[src/rtl/fetch_stage_if.sv]
// Fetch-stage bus: control inputs from decode/execute, instruction-memory
// address/data, and the IF/ID pipeline register outputs.
interface fetch_stage_if;
  localparam int unsigned XLEN = 32;

  logic            Stall;
  logic            Flush;
  logic            Redirect;
  logic [XLEN-1:0] RedirectTarget;
  logic [XLEN-1:0] Instruction;
  logic [XLEN-1:0] PCAddress;
  logic [XLEN-1:0] IFID_Instruction;
  logic [XLEN-1:0] IFID_PCPlus4;
  logic            IFID_Valid;

  // Fetch stage side: owns PC and the IF/ID register.
  modport master (
    input  Stall, Flush, Redirect, RedirectTarget, Instruction,
    output PCAddress, IFID_Instruction, IFID_PCPlus4, IFID_Valid
  );

  // Pipeline/memory side: drives control and the fetched word.
  modport slave (
    output Stall, Flush, Redirect, RedirectTarget, Instruction,
    input  PCAddress, IFID_Instruction, IFID_PCPlus4, IFID_Valid
  );
endinterface

[src/rtl/fetch_stage.sv]
// Instruction fetch stage: PC register with redirect/stall sequencing and
// the IF/ID pipeline register with squash support.
module fetch_stage #(
  parameter logic [31:0] RESET_PC = 32'h0000_0000,
  parameter logic [31:0] NOP_WORD = 32'h0000_0000
) (
  input logic           Clk,
  input logic           Rst,
  fetch_stage_if.master bus
);
  localparam int unsigned XLEN = 32;

  logic [XLEN-1:0] pc;
  logic [XLEN-1:0] pc_plus4;
  logic [XLEN-1:0] ifid_instr;
  logic [XLEN-1:0] ifid_pcplus4;
  logic            ifid_valid;

  // Sequential successor, wraps modulo 2^32.
  assign pc_plus4 = pc + XLEN'(4);

  // PC register: reset > redirect > stall > sequential.
  always_ff @(posedge Clk) begin
    if (Rst) begin
      pc <= RESET_PC;
    end else if (bus.Redirect) begin
      pc <= {bus.RedirectTarget[XLEN-1:2], 2'b00};
    end else if (!bus.Stall) begin
      pc <= pc_plus4;
    end
  end

  // IF/ID register: reset > squash (flush or redirect) > stall > capture.
  always_ff @(posedge Clk) begin
    if (Rst || bus.Flush || bus.Redirect) begin
      ifid_instr   <= NOP_WORD;
      ifid_pcplus4 <= '0;
      ifid_valid   <= 1'b0;
    end else if (!bus.Stall) begin
      ifid_instr   <= bus.Instruction;
      ifid_pcplus4 <= pc_plus4;
      ifid_valid   <= 1'b1;
    end
  end

  assign bus.PCAddress        = pc;
  assign bus.IFID_Instruction = ifid_instr;
  assign bus.IFID_PCPlus4     = ifid_pcplus4;
  assign bus.IFID_Valid       = ifid_valid;
endmodule

[src/flat_wrapper.sv]
// flat-port wrapper written by rule: the top's interface ports become plain ports
module fetch_stage_flat 
#(
  parameter logic [31:0] RESET_PC = 32'h0000_0000,
  parameter logic [31:0] NOP_WORD = 32'h0000_0000
)
  (Clk, Rst, bus_Stall, bus_Flush, bus_Redirect, bus_RedirectTarget, bus_Instruction, bus_PCAddress, bus_IFID_Instruction, bus_IFID_PCPlus4, bus_IFID_Valid);
  fetch_stage_if bus_i ();
  input logic Clk;
  input logic Rst;
  input wire logic [$bits(bus_i.Stall)-1:0] bus_Stall;
  input wire logic [$bits(bus_i.Flush)-1:0] bus_Flush;
  input wire logic [$bits(bus_i.Redirect)-1:0] bus_Redirect;
  input wire logic [$bits(bus_i.RedirectTarget)-1:0] bus_RedirectTarget;
  input wire logic [$bits(bus_i.Instruction)-1:0] bus_Instruction;
  output wire logic [$bits(bus_i.PCAddress)-1:0] bus_PCAddress;
  output wire logic [$bits(bus_i.IFID_Instruction)-1:0] bus_IFID_Instruction;
  output wire logic [$bits(bus_i.IFID_PCPlus4)-1:0] bus_IFID_PCPlus4;
  output wire logic [$bits(bus_i.IFID_Valid)-1:0] bus_IFID_Valid;
  assign bus_i.Stall = bus_Stall;
  assign bus_i.Flush = bus_Flush;
  assign bus_i.Redirect = bus_Redirect;
  assign bus_i.RedirectTarget = bus_RedirectTarget;
  assign bus_i.Instruction = bus_Instruction;
  assign bus_PCAddress = bus_i.PCAddress;
  assign bus_IFID_Instruction = bus_i.IFID_Instruction;
  assign bus_IFID_PCPlus4 = bus_i.IFID_PCPlus4;
  assign bus_IFID_Valid = bus_i.IFID_Valid;
  fetch_stage #(.RESET_PC(RESET_PC), .NOP_WORD(NOP_WORD)) u_core (.Clk(Clk), .Rst(Rst), .bus(bus_i));
endmodule
[config.mk]
export PLATFORM = sky130hd
export DESIGN_NAME = fetch_stage_flat
export DESIGN_NICKNAME = d
export VERILOG_FILES = /design/src/rtl/fetch_stage_if.sv /design/src/rtl/fetch_stage.sv /design/src/flat_wrapper.sv
export SDC_FILE = /design/constraint.sdc
export NUM_CORES = 1
export LEC_CHECK = 0
export ABC_CLOCK_PERIOD_IN_PS = 2100
export BUFFER_PORTS_ARGS = -buffer_cell sky130_fd_sc_hd__buf_4
export CAP_MARGIN = 20
export CORE_UTILIZATION = 44
export DETAILED_ROUTE_END_ITERATION = 16
export HOLD_SLACK_MARGIN = 0.08
export MAX_ROUTING_LAYER = met4
export PLACE_DENSITY = 0.85
export RECOVER_POWER = 25
export SYNTH_ARGS = -nofsm -noshare
export SYNTH_HDL_FRONTEND = slang
export SYNTH_SLANG_ARGS = --single-unit
[constraint.sdc]
create_clock -name Clk -period 2.1 [get_ports Clk]
set_input_delay 0.525 -clock Clk [delete_from_list [all_inputs] [get_ports Clk]]
set_output_delay 0.525 -clock Clk [all_outputs]
set_load 0.02 [all_outputs]
### Word-level counts from Yosys, hierarchy flattened

Cells that the tools add are included.

* output and inout bits: 97
* logic and storage cells: 12
* bits of input ports: 69
* latch bits: 0
* RAM bits: 0
* memories: 0
* register bits: 97
* bits in read-only memories: 0

* bitwise operators: 0
* reduce and logical (&&, ||, !) cells: 3
* mux-type cells: 2
* div/mod/pow operators: 0
* $mul: 0
* add/sub/neg operators: 1
* shifts and indexed selects: 0
* eq/ne operators: 1
* magnitude comparators: 0

Operators by type and width (number)
* $mux W32: 2
* $add A32 B3 Y32 const B: 1
* $logic_or A1 B1 Y1: 2
* $ne A2 B1 Y1 const B: 1
* $reduce_or A2 Y1: 1

### Depth between registers and ports, before layout

Gate-level depths: netlist (run 1).

* word-level depth: 3
* mapped depth: 7
* mapped depth without buffers: 6

### Least setup slack after synthesis (run 1)

OpenSTA, ideal clock, no wires.

* path kind: register to register
* from: reg u_core.pc[2] (netlist: u_core.bus.PCAddress[2])
* to: reg u_core.pc[14] (netlist: u_core.bus.PCAddress[14])
* cell stages (with the launch flop): 7
* required time: 2.009 ns
* slack: -0.102 ns
* library setup time: 0.091 ns
* path buffers: 1
* clock period less this slack: 2.202 ns
* arrival time: 2.111 ns
* cells stage by stage: dfxtp_1 ha_1 nand3_4 or4_1 buf_2 or3_1 a311oi_1

* cells in the longest elaborated chain, start to end: 3

Ends and longest elaborated chain
* start: declaration: RTL line fetch_stage.sv:13 `logic [XLEN-1:0] pc;`
* start signal: assignment: RTL line fetch_stage.sv:27 `pc <= {bus.RedirectTarget[XLEN-1:2], 2'b00};`
* start signal: assignment: RTL line fetch_stage.sv:29 `pc <= pc_plus4;`
* $add A32 B3 Y32: RTL line fetch_stage.sv:20 `assign pc_plus4 = pc + XLEN'(4);`
* $mux W32: RTL line fetch_stage.sv:28 `end else if (!bus.Stall) begin`
* $mux W32: RTL line fetch_stage.sv:26 `end else if (bus.Redirect) begin`

No other way between the ends. The select of a mux whose other input is x is not followed.
A chain may end at the register's enable or synchronous reset.

### Worst setup path in the final report (run 1)

Same ends and word-level chain as after synthesis.

==> results.json, run 1 <==
{
  "path_depth": 5,
  "worst-path-buf-inv": 0,
  "post_cts_buffers": 0,
  "grt_setup_unrepaired": "no",
  "r2r_slack_ns": 0.07,
  "finalMaxSlewViolations": 0,
  "netSwitchingFraction_pct": 28.36,
  "ant_nets": 0,
  "dp.cells": 783,
  "fin_crit_ns": 2.028,
  "htree_levels": 3,
  "groute.usage.overall_pct": 25.69,
  "place_congestion": 0.9022,
  "synthTopCellsByArea": "dfxtp_1 (43%), mux2i_1 (8.8%), nor2_1 (6.9%)",
  "die_area_mm2": 0.01020,
  "cts_tree": "done",
  "max_freq_mhz": 493.0,
  "cts_buffer_depth": 2,
  "fp-row-count": 35,
  "start_kind": "flip-flop",
  "grt_pass1_wl_um": 19870,
  "core_area_mm2": 0.009371,
  "power.share.clock_pct": 32.8,
  "via_per_inst": 5.283,
  "vias": 4221,
  "gr-total-overflow": 0,
  "worst_r2r_startpoint": "u_core.bus.PCAddress[2]",
  "numPortBuffers": 159,
  "layout_commonest_cell": "buf_4",
  "seq_area_frac_synth_pct": 43.17,
  "period_share_pct": 96.59,
  "synth_cells": 501,
  "grt_pass1_vias": 4161,
  "setup-violations-final": 0,
  "dp_hpwl_um": 9245,
  "finalNetCount": 735,
  "num_io_pins": 166,
  "yosysTopAreaCell": "dfxtp_1",
  "syn-cell-area_mm2": 0.004313,
  "path_clk_slew_ns": 0.10,
  "ys.flop_type": "dfxtp_1",
  "synthArstFlopShare_pct": 0,
  "finClkSkew_ns": 0.01271,
  "synth-seq-cells": 93,
  "cp_cell_sequence": "ha_2 > nand3_4 > or4_4 > or3_1 > a311oi_1",
  "drt_first_pass_iters": 4,
  "layout_common_cells": "buf_4 (182), dfxtp_1 (91), nor2_1 (79)",
  "first_iter_violations": 210,
  "p_switching_uw": 1060,
  "p_comb_share_pct": 16.7,
  "crit_path_end": "u_core.bus.PCAddress[14]",
  "slowest_stage": "or4_4",
  "diodes": 0,
  "reg2regPathDepth": 5,
  "worst_setup_path_end_kind": "flip-flop",
  "die_h_um": 101.0,
  "critPathRequiredTime_ns": 2.35,
  "worstSetupPathType": "flip-flop to flip-flop",
  "hold_violations": 0,
  "synthToLayoutAreaGrowth_pct": 37.66,
  "wl_per_cell_um": 15.75,
  "antenna_found_initial": 0,
  "worstPathMaxFanout": 5,
  "root_buffer": "clkbuf_8",
  "drive_gt1_share_pct": 32.54,
  "yosysWarnings": 0,
  "clock-sinks": 93,
  "critPathTopFamily": "simple AND/OR/NAND/NOR gates",
  "max_stage_delay_ns": 0.58,
  "arrival_ns": 2.28,
  "yosysTopAreaCellShare_pct": 43.17,
  "timing.rr.end": "u_core.bus.PCAddress[14]",
  "cap_violations": 0,
  "worst_pin_slew_ns": 0.7346,
  "holdCritPathClass": "input pin to flip-flop",
  "routed_wl_um": 12580,
  "cp-startpoint": "u_core.bus.PCAddress[2]",
  "synth_area_per_cell_um2": 8.609,
  "synth_edf_count": 0,
  "p_seq_share_pct": 50.5,
  "clk_latency_ns": 0.36,
  "leakage_uw": 0.002544,
  "ir_drop_mv": 0.4491,
  "max-slew-margin-rel_pct": 51.03,
  "outcome": "completed",
  "grt_max_degree": 49,
  "power_density_mw_per_mm2": 629.3,
  "initial_core_util_pct": 46.02,
  "synth_cell_type_count": 41,
  "internal_power_uw": 2677,
  "instances_no_fill": 799,
  "drc": 0,
  "chipWidth_um": 101.0,
  "cts_buffers": 9,
  "finalSetupTns_ns": 0
}
==> cells by family after synthesis <==
group | Yosys count | share of synthesized area (%)
AOI/OAI and AO/OA | 90 | 11.98
xor gates and xnor gates | 49 | 9.951
adders and majority gates | 1 | 0.2901
buffers and inverters | 54 | 5.541
DFF | 93 | 43.17
muxes | 38 | 8.819
other | 1 | 0.08695
and+or+nand+nor | 175 | 20.16
==> what timing repair did <==
item	4_1_cts	5_1_grt
resized for setup	1	0
endpoints found under the setup margin	1	0
hold buffers	0	0
==> tightest hold or removal path, cell delays in order <==
cell,delay (ns)
buf_4,0.08
mux2i_1,0.05
nor2_1,0.07
==> state kept, by name, summed over array words and instances (netlist names) <==
| signal | count |
|---|---|
| u_core.bus.IFID_Instruction | 32 |
| u_core.bus.IFID_PCPlus4 | 30 |
| u_core.bus.PCAddress | 30 |
| u_core.bus.IFID_Valid | 1 |
==> layer usage <==
metal  up-vias  part of all wire, %  global-route usage, %
li1       2037                    -                      -
met5         -                    0                      -
met1      1944                   41                  29.48
met2       207                   49                  44.42
met3        33                  8.2                  5.617
met4         0                  2.0                  8.584
==> power groups by stage <==
| stage | Combinational (uW) | Sequential [uW] | Clock [uW] |
|---|---|---|---|
| floorplan | 270 | 1990 | 0 |
| global placement | 611 | 1920 | 0 |
| detailed placement | 627 | 1930 | 0 |
| CTS | 630 | 1890 | 1240 |
| global route | 668 | 1900 | 1320 |
| finish | 622 | 1890 | 1230 |
==> synth_stat cells, drive strengths merged (2+ instances only) <==
master / n
o21ai: 25
nor3: 13
xnor2: 24
nand3: 17
dfxtp: 93
a311oi: 4
nor2: 79
a211oi: 12
nand2: 23
mux2i: 38
a21oi: 40
clkbuf: 27
nand4: 15
inv: 8
nor4: 7
o22ai: 2
buf: 18
and3: 5
or4: 3
o21a: 5
xor2: 25
or3: 9
==> cell type report <==
cell class,count,area [um^2]
Clock inverter,6,71.32
Tap cell,129,161.4
Timing Repair Buffer,195,1438
Multi-Input combinational cell,357,2241
Fill cell,815,3435
Sequential cell,93,1864
Clock buffer,10,127.6
Inverter,9,33.78
==> per-stage QoR <==
stage	power, uW	util (%)	instance area (um^2)	worst slack (ns)	hold slack, ns
after floorplan	2262	-	4329	0.04735	0.5407
after global placement	2534	61.74	5786	0.1345	0.4423
after detailed placement	2555	61.74	5786	0.04773	0.4608
after CTS	3754	63.90	5988	0.08468	0.3811
after global routing	3882	63.35	5937	0.001529	0.3909
final	3736	63.35	5937	0.07158	0.3883
==> how the worst min path moves through the flow <==
stage,from,cells past startpoint,to,slack (ns)
6_report,bus_Instruction[25],3,u_core.bus.IFID_Instruction[25],0.39
5_1_grt,bus_Instruction[26],3,u_core.bus.IFID_Instruction[26],0.39
4_1_cts,bus_Instruction[25],3,u_core.bus.IFID_Instruction[25],0.38
3_5_place_dp,u_core.bus.IFID_PCPlus4[4],2,u_core.bus.IFID_PCPlus4[4],0.46
3_3_place_gp,u_core.bus.IFID_Valid,1,u_core.bus.IFID_Valid,0.44
2_1_floorplan,u_core.bus.IFID_PCPlus4[4],2,u_core.bus.IFID_PCPlus4[4],0.54
(Power assumes the default switching activity.)
==> run 2, diff against run 1 <==
Settings changed: CELL_PAD_IN_SITES_DETAIL_PLACEMENT from default to 1, CELL_PAD_IN_SITES_GLOBAL_PLACEMENT from default to 1, CORE_UTILIZATION 44 to 32, HOLD_SLACK_MARGIN 0.08 to default.
==> run 2 against run 1 <==
Compared with the run above:
- register-to-register slack barely moved
- sequential cell count unchanged
- critical endpoint is now u_core.bus.PCAddress[28]
- clock skew is 0.0075 ns lower
- design area grew 1.3%
- combinational power increased by 1%
- critical path depth increased by 2
- setup slack got worse by 0.0016 ns
- highest routed layer unchanged
- the run now ends with design-rule violations left
- global-route usage fell by 3.5 points
- non-clock buffer count grew 3
- largest power group unchanged
==> results.json, run 2 (synthesis results as in run 1) <==
{
  "met1_usage_pct": 24.30,
  "drive_gt1_share_pct": 27.98,
  "finalInstanceArea_mm2": 0.006013,
  "holdCritPathClass": "input pin to flip-flop",
  "critPathTopFamily": "simple AND/OR/NAND/NOR gates",
  "finalSetupTns_ns": 0,
  "path_depth": 7,
  "period_share_pct": 96.67,
  "largest_reg_flops": 32,
  "cts_buffers": 9,
  "grt_pass1_wl_um": 23390,
  "post-place-ws_ns": 0.01419,
  "cts_buffer_depth": 2,
  "grt_max_degree": 40,
  "diodes": 0,
  "holdPathEnd": "u_core.bus.IFID_Instruction[17]",
  "slowest_stage": "or4_1",
  "root_buffer": "clkbuf_16",
  "groute.layer.met2.usage_pct": 37.02,
  "worst-path-buf-inv": 1,
  "gr-total-overflow": 0,
  "max_stage_delay_ns": 0.46,
  "critPathRequiredTime_ns": 2.36,
  "worstPathMaxFanout": 7,
  "core_area_mm2": 0.01319,
  "ir_drop_mv": 0.3629,
  "min-delay-start": "bus_Instruction[17]",
  "start_kind": "flip-flop",
  "finalNetCount": 738,
  "fin_crit_ns": 2.030,
  "worstSetupPathType": "flip-flop to flip-flop",
  "initial_core_util_pct": 32.70,
  "finClkSkew_ns": 0.005159,
  "leakage_uw": 0.002478,
  "cp_cell_sequence": "ha_2 > nand3_4 > buf_4 > nor3_2 > nand4_1 > or4_1 > a311oi_2",
  "arrival_ns": 2.29,
  "place_congestion": 0.8829,
  "setup-violations-final": 0,
  "layout_commonest_cell": "buf_4",
  "dpl-instance-area_mm2": 0.005847,
  "via_per_inst": 5.045,
  "setup_slack_ns": 0.07002,
  "power_uw": 4213,
  "routed_wl_um": 14670,
  "top_usage_layer": "met2",
  "grt_setup_unrepaired": "yes",
  "r2r_slack_ns": 0.07,
  "die_area_mm2": 0.01395,
  "grt_pass1_vias": 4553,
  "cts_hold_buf": 0,
  "timing.rr.end": "u_core.bus.PCAddress[28]",
  "first_iter_violations": 203,
  "clock-sinks": 93,
  "hold_violations": 0,
  "violations": "design-rule violations",
  "reg2regPathDepth": 7,
  "met3_usage_pct": 6.250,
  "outcome": "finished, violations left",
  "chipWidth_um": 118.1,
  "drc": 1,
  "worst_pin_slew_ns": 1.199,
  "clk_latency_ns": 0.35,
  "finalMaxSlewViolations": 0,
  "wl_per_cell_um": 17.30,
  "max-slew-margin-rel_pct": 20.09,
  "num_io_pins": 166,
  "drt_first_pass_iters": 10,
  "fp-row-count": 42,
  "layout_common_cells": "buf_4 (153), dfxtp_1 (91), nor2_1 (78)",
  "ant_nets": 0,
  "vias": 4278,
  "cts_tree": "done",
  "worst_setup_path_end_kind": "flip-flop",
  "htree_levels": 3,
  "numPortBuffers": 159,
  "worst_r2r_startpoint": "u_core.bus.PCAddress[2]",
  "max_freq_mhz": 492.6,
  "synthToLayoutAreaGrowth_pct": 39.43,
  "power_density_mw_per_mm2": 700.6,
  "antenna_found_initial": 0,
  "holdPathStages": 3,
  "cap_violations": 0,
  "path_clk_slew_ns": 0.07,
  "groute.usage.overall_pct": 22.15,
  "dp_hpwl_um": 11130,
  "final_util_pct": 45.59,
  "die_h_um": 118.1
}
-- run 2: final cells by class --
type / instances / area (um^2)
inverters: 9 / 33.78
repair buffers: 198 / 1335
fillers: 1589 / 7177
multi-input cells: 357 / 2258
clock buffers: 12 / 256.5
well taps: 176 / 220.2
clock inverters: 3 / 45.04
flip-flops and latches: 93 / 1864
-- run 2: worst max-delay path by stage --
stage	from	endpoint	slack [ns]
5_1_grt	u_core.bus.PCAddress[3]	u_core.bus.PCAddress[24]	-0.05
6_report	u_core.bus.PCAddress[2]	u_core.bus.PCAddress[28]	0.07
3_5_place_dp	u_core.bus.PCAddress[2]	u_core.bus.PCAddress[14]	0.01
2_1_floorplan	u_core.bus.PCAddress[2]	u_core.bus.PCAddress[14]	0.05
3_3_place_gp	u_core.bus.PCAddress[2]	u_core.bus.PCAddress[14]	0.09
4_1_cts	u_core.bus.PCAddress[2]	u_core.bus.PCAddress[28]	0.04
-- run 2: repair_timing --
action	4_1_cts	5_1_grt
pin swaps	0	1
cloned	0	0
setup endpoints to repair	1	2
resized for setup	1	3
buffers inserted	0	1
-- run 2: through the flow --
step | cells | hold WS (ns)
CTS | 847 | 0.3942
global placement | 832 | 0.4511
finish | 848 | 0.4052
detailed placement | 832 | 0.4555
floorplan | 504 | 0.5407
global route | 848 | 0.4059
-- run 2: tightest hold or removal path, delay by kind of cell --
family        cells  cell delay [ns]
buf+inv           1             0.07
mux               1             0.05
simple gates      1             0.07
-- run 2: per-layer routing --
layer | up-vias | wire length, um
met3 | 21 | 1050
met1 | 2053 | 6149
met2 | 154 | 7107
met4 | 0 | 360
met5 | - | 0
li1 | 2050 | -
-- run 2: where the power goes --
group          switching, uW  internal (uW)
logic                    346            285
clock network            710            982
registers               63.3           1830
total                   1120           3090
==> run 3, diff against run 2 <==
Settings changed: CELL_PAD_IN_SITES_DETAIL_PLACEMENT 1 to default, CELL_PAD_IN_SITES_GLOBAL_PLACEMENT 1 to default, CORE_UTILIZATION 32 to 44, GPL_TIMING_DRIVEN from default to 0.
==> run 3 against run 2 <==
Compared with the run above:
- critical endpoint is now u_core.bus.PCAddress[14]
- clock skew rose by 0.0089 ns
- non-clock buffer count rose by 10
- global-route usage rose by 5.3 points
- the flow now finishes without violations
- routed wire length fell by 8.5%
- core utilization rose by 17 points
- count of clock-buffer cells in the layout fell by 3
- sequential power barely moved
- sequential cell count did not move
- hold slack got worse by 0.015 ns
==> results.json, run 3 (synthesis results as in run 1) <==
{
  "chipWidth_um": 101.0,
  "cap_violations": 0,
  "finClkSkew_ns": 0.01408,
  "grt_max_degree": 18,
  "fp-row-count": 35,
  "largest_reg_flops": 32,
  "layout_commonest_cell": "buf_4",
  "finalMaxSlewViolations": 0,
  "drive_gt1_share_pct": 25.92,
  "cts_tree": "done",
  "arrival_ns": 2.33,
  "worstPathMaxFanout": 9,
  "internal_power_uw": 2541,
  "finalInstanceArea_mm2": 0.005822,
  "die_h_um": 101.0,
  "fillers": 872,
  "synthToLayoutAreaGrowth_pct": 34.99,
  "min-delay-start": "bus_Instruction[6]",
  "die_area_mm2": 0.01020,
  "power_density_mw_per_mm2": 624.8,
  "timing.rr.end": "u_core.bus.PCAddress[14]",
  "holdWs_ns": 0.3897,
  "leakage_uw": 0.002360,
  "power.share.clock_pct": 31.2,
  "clk_latency_ns": 0.36,
  "clock-sinks": 93,
  "finalNetCount": 748,
  "ir_drop_mv": 0.3867,
  "fin_crit_ns": 2.059,
  "hold_violations": 0,
  "r2r_slack_ns": 0.04,
  "p_switching_uw": 1096,
  "routed_wl_um": 13420,
  "holdPathEnd": "u_core.bus.IFID_Instruction[6]",
  "cts_buffer_depth": 2,
  "vias": 4281,
  "outcome": "completed",
  "dp_hpwl_um": 10240,
  "period_share_pct": 98.05,
  "cts_buffers": 9,
  "holdPathStages": 3,
  "core_area_mm2": 0.009371,
  "worst_r2r_startpoint": "u_core.bus.PCAddress[3]",
  "grt_pass1_wl_um": 20910,
  "reg2regPathDepth": 6,
  "via_per_inst": 5.272,
  "layout_common_cells": "buf_4 (126), dfxtp_1 (87), nor2_1 (78)",
  "initial_core_util_pct": 46.02,
  "p_seq_share_pct": 52.1,
  "drt_first_pass_iters": 4,
  "worst_pin_slew_ns": 0.7480,
  "holdCritPathClass": "input pin to flip-flop",
  "max-slew-margin-rel_pct": 49.75,
  "setup-violations-final": 0,
  "cp-startpoint": "u_core.bus.PCAddress[3]",
  "cts_hold_buf": 0,
  "critPathRequiredTime_ns": 2.37,
  "grt_pass1_vias": 4362,
  "worst_setup_path_end_kind": "flip-flop",
  "antenna_found_initial": 0,
  "finalSetupTns_ns": 0,
  "wl_per_cell_um": 16.52,
  "worstSetupPathType": "flip-flop to flip-flop",
  "final_util_pct": 62.12,
  "root_buffer": "clkbuf_8",
  "numPortBuffers": 158,
  "p_comb_share_pct": 16.7,
  "gr-total-overflow": 0,
  "netSwitchingFraction_pct": 30.14,
  "groute.usage.overall_pct": 27.42,
  "num_io_pins": 166,
  "first_iter_violations": 217,
  "dpl-instance-area_mm2": 0.005677,
  "drc": 0,
  "ant_nets": 0,
  "diodes": 0,
  "place_congestion": 0.9631,
  "start_kind": "flip-flop",
  "max_freq_mhz": 485.7,
  "htree_levels": 3,
  "path_clk_slew_ns": 0.10
}
## run 3: routing by layer
metal | global-route usage (%) | part of all wire (%) | wire [um] | up-vias
met4 | 9.588 | 1.7 | 231 | 0
met1 | 31.33 | 40 | 5383 | 1977
li1 | - | - | - | 2078
met2 | 47.26 | 50 | 6650 | 198
met3 | 6.103 | 8.6 | 1152 | 28
met5 | - | 0 | 0 | -
## run 3: power by group through the flow
stage               clock network [uW]  logic, uW  registers [uW]
CTS                               1140        614            1890
global placement                     0        599            1930
detailed placement                   0        614            1930
finish                            1130        608            1900
global route                      1200        658            1900
floorplan                            0        270            1990
## run 3: layout make-up
cell class	count	area (um^2)	area share [%]
repair buffers	164	1062	18.25
flip-flops and latches	93	1874	32.19
clock buffers	9	123.9	2.128
clock inverters	7	57.56	0.9886
inverters	9	33.78	0.5803
multi-input cells	357	2296	39.44
plain buffers	44	212.7	3.654
well taps	129	161.4	2.772
## run 3: through the flow
stage / cells / setup slack [ns] / power, uW
finish: 812 / 0.04095 / 3637
global route: 812 / -0.006650 / 3760
CTS: 806 / -0.01854 / 3649
detailed placement: 791 / -0.3961 / 2544
global placement: 791 / -0.3284 / 2527
floorplan: 504 / 0.04735 / 2262
## run 3: worst max-delay path by stage
stage / endpoint / slack, ns
final: u_core.bus.PCAddress[14] / 0.04
after detailed placement: u_core.bus.IFID_Instruction[26] / -0.40
after global placement: u_core.bus.IFID_Instruction[26] / -0.33
after CTS: u_core.bus.PCAddress[19] / -0.02
after floorplan: u_core.bus.PCAddress[14] / 0.05
after global routing: u_core.bus.PCAddress[14] / -0.007
## run 3: worst max-delay path, cell delays in order, from the launching register on
cell,delay [ns]
dfxtp_4,0.39
ha_4,0.17
nand3_4,0.13
or4_1,0.52
clkbuf_4,0.19
or3_1,0.32
a311oi_2,0.25
## run 3: repair_timing
action | 4_1_cts | 5_1_grt
gates resized for setup | 6 | 17
setup endpoints to repair | 19 | 24
pin swaps | 1 | 3
setup buffers | 0 | 6
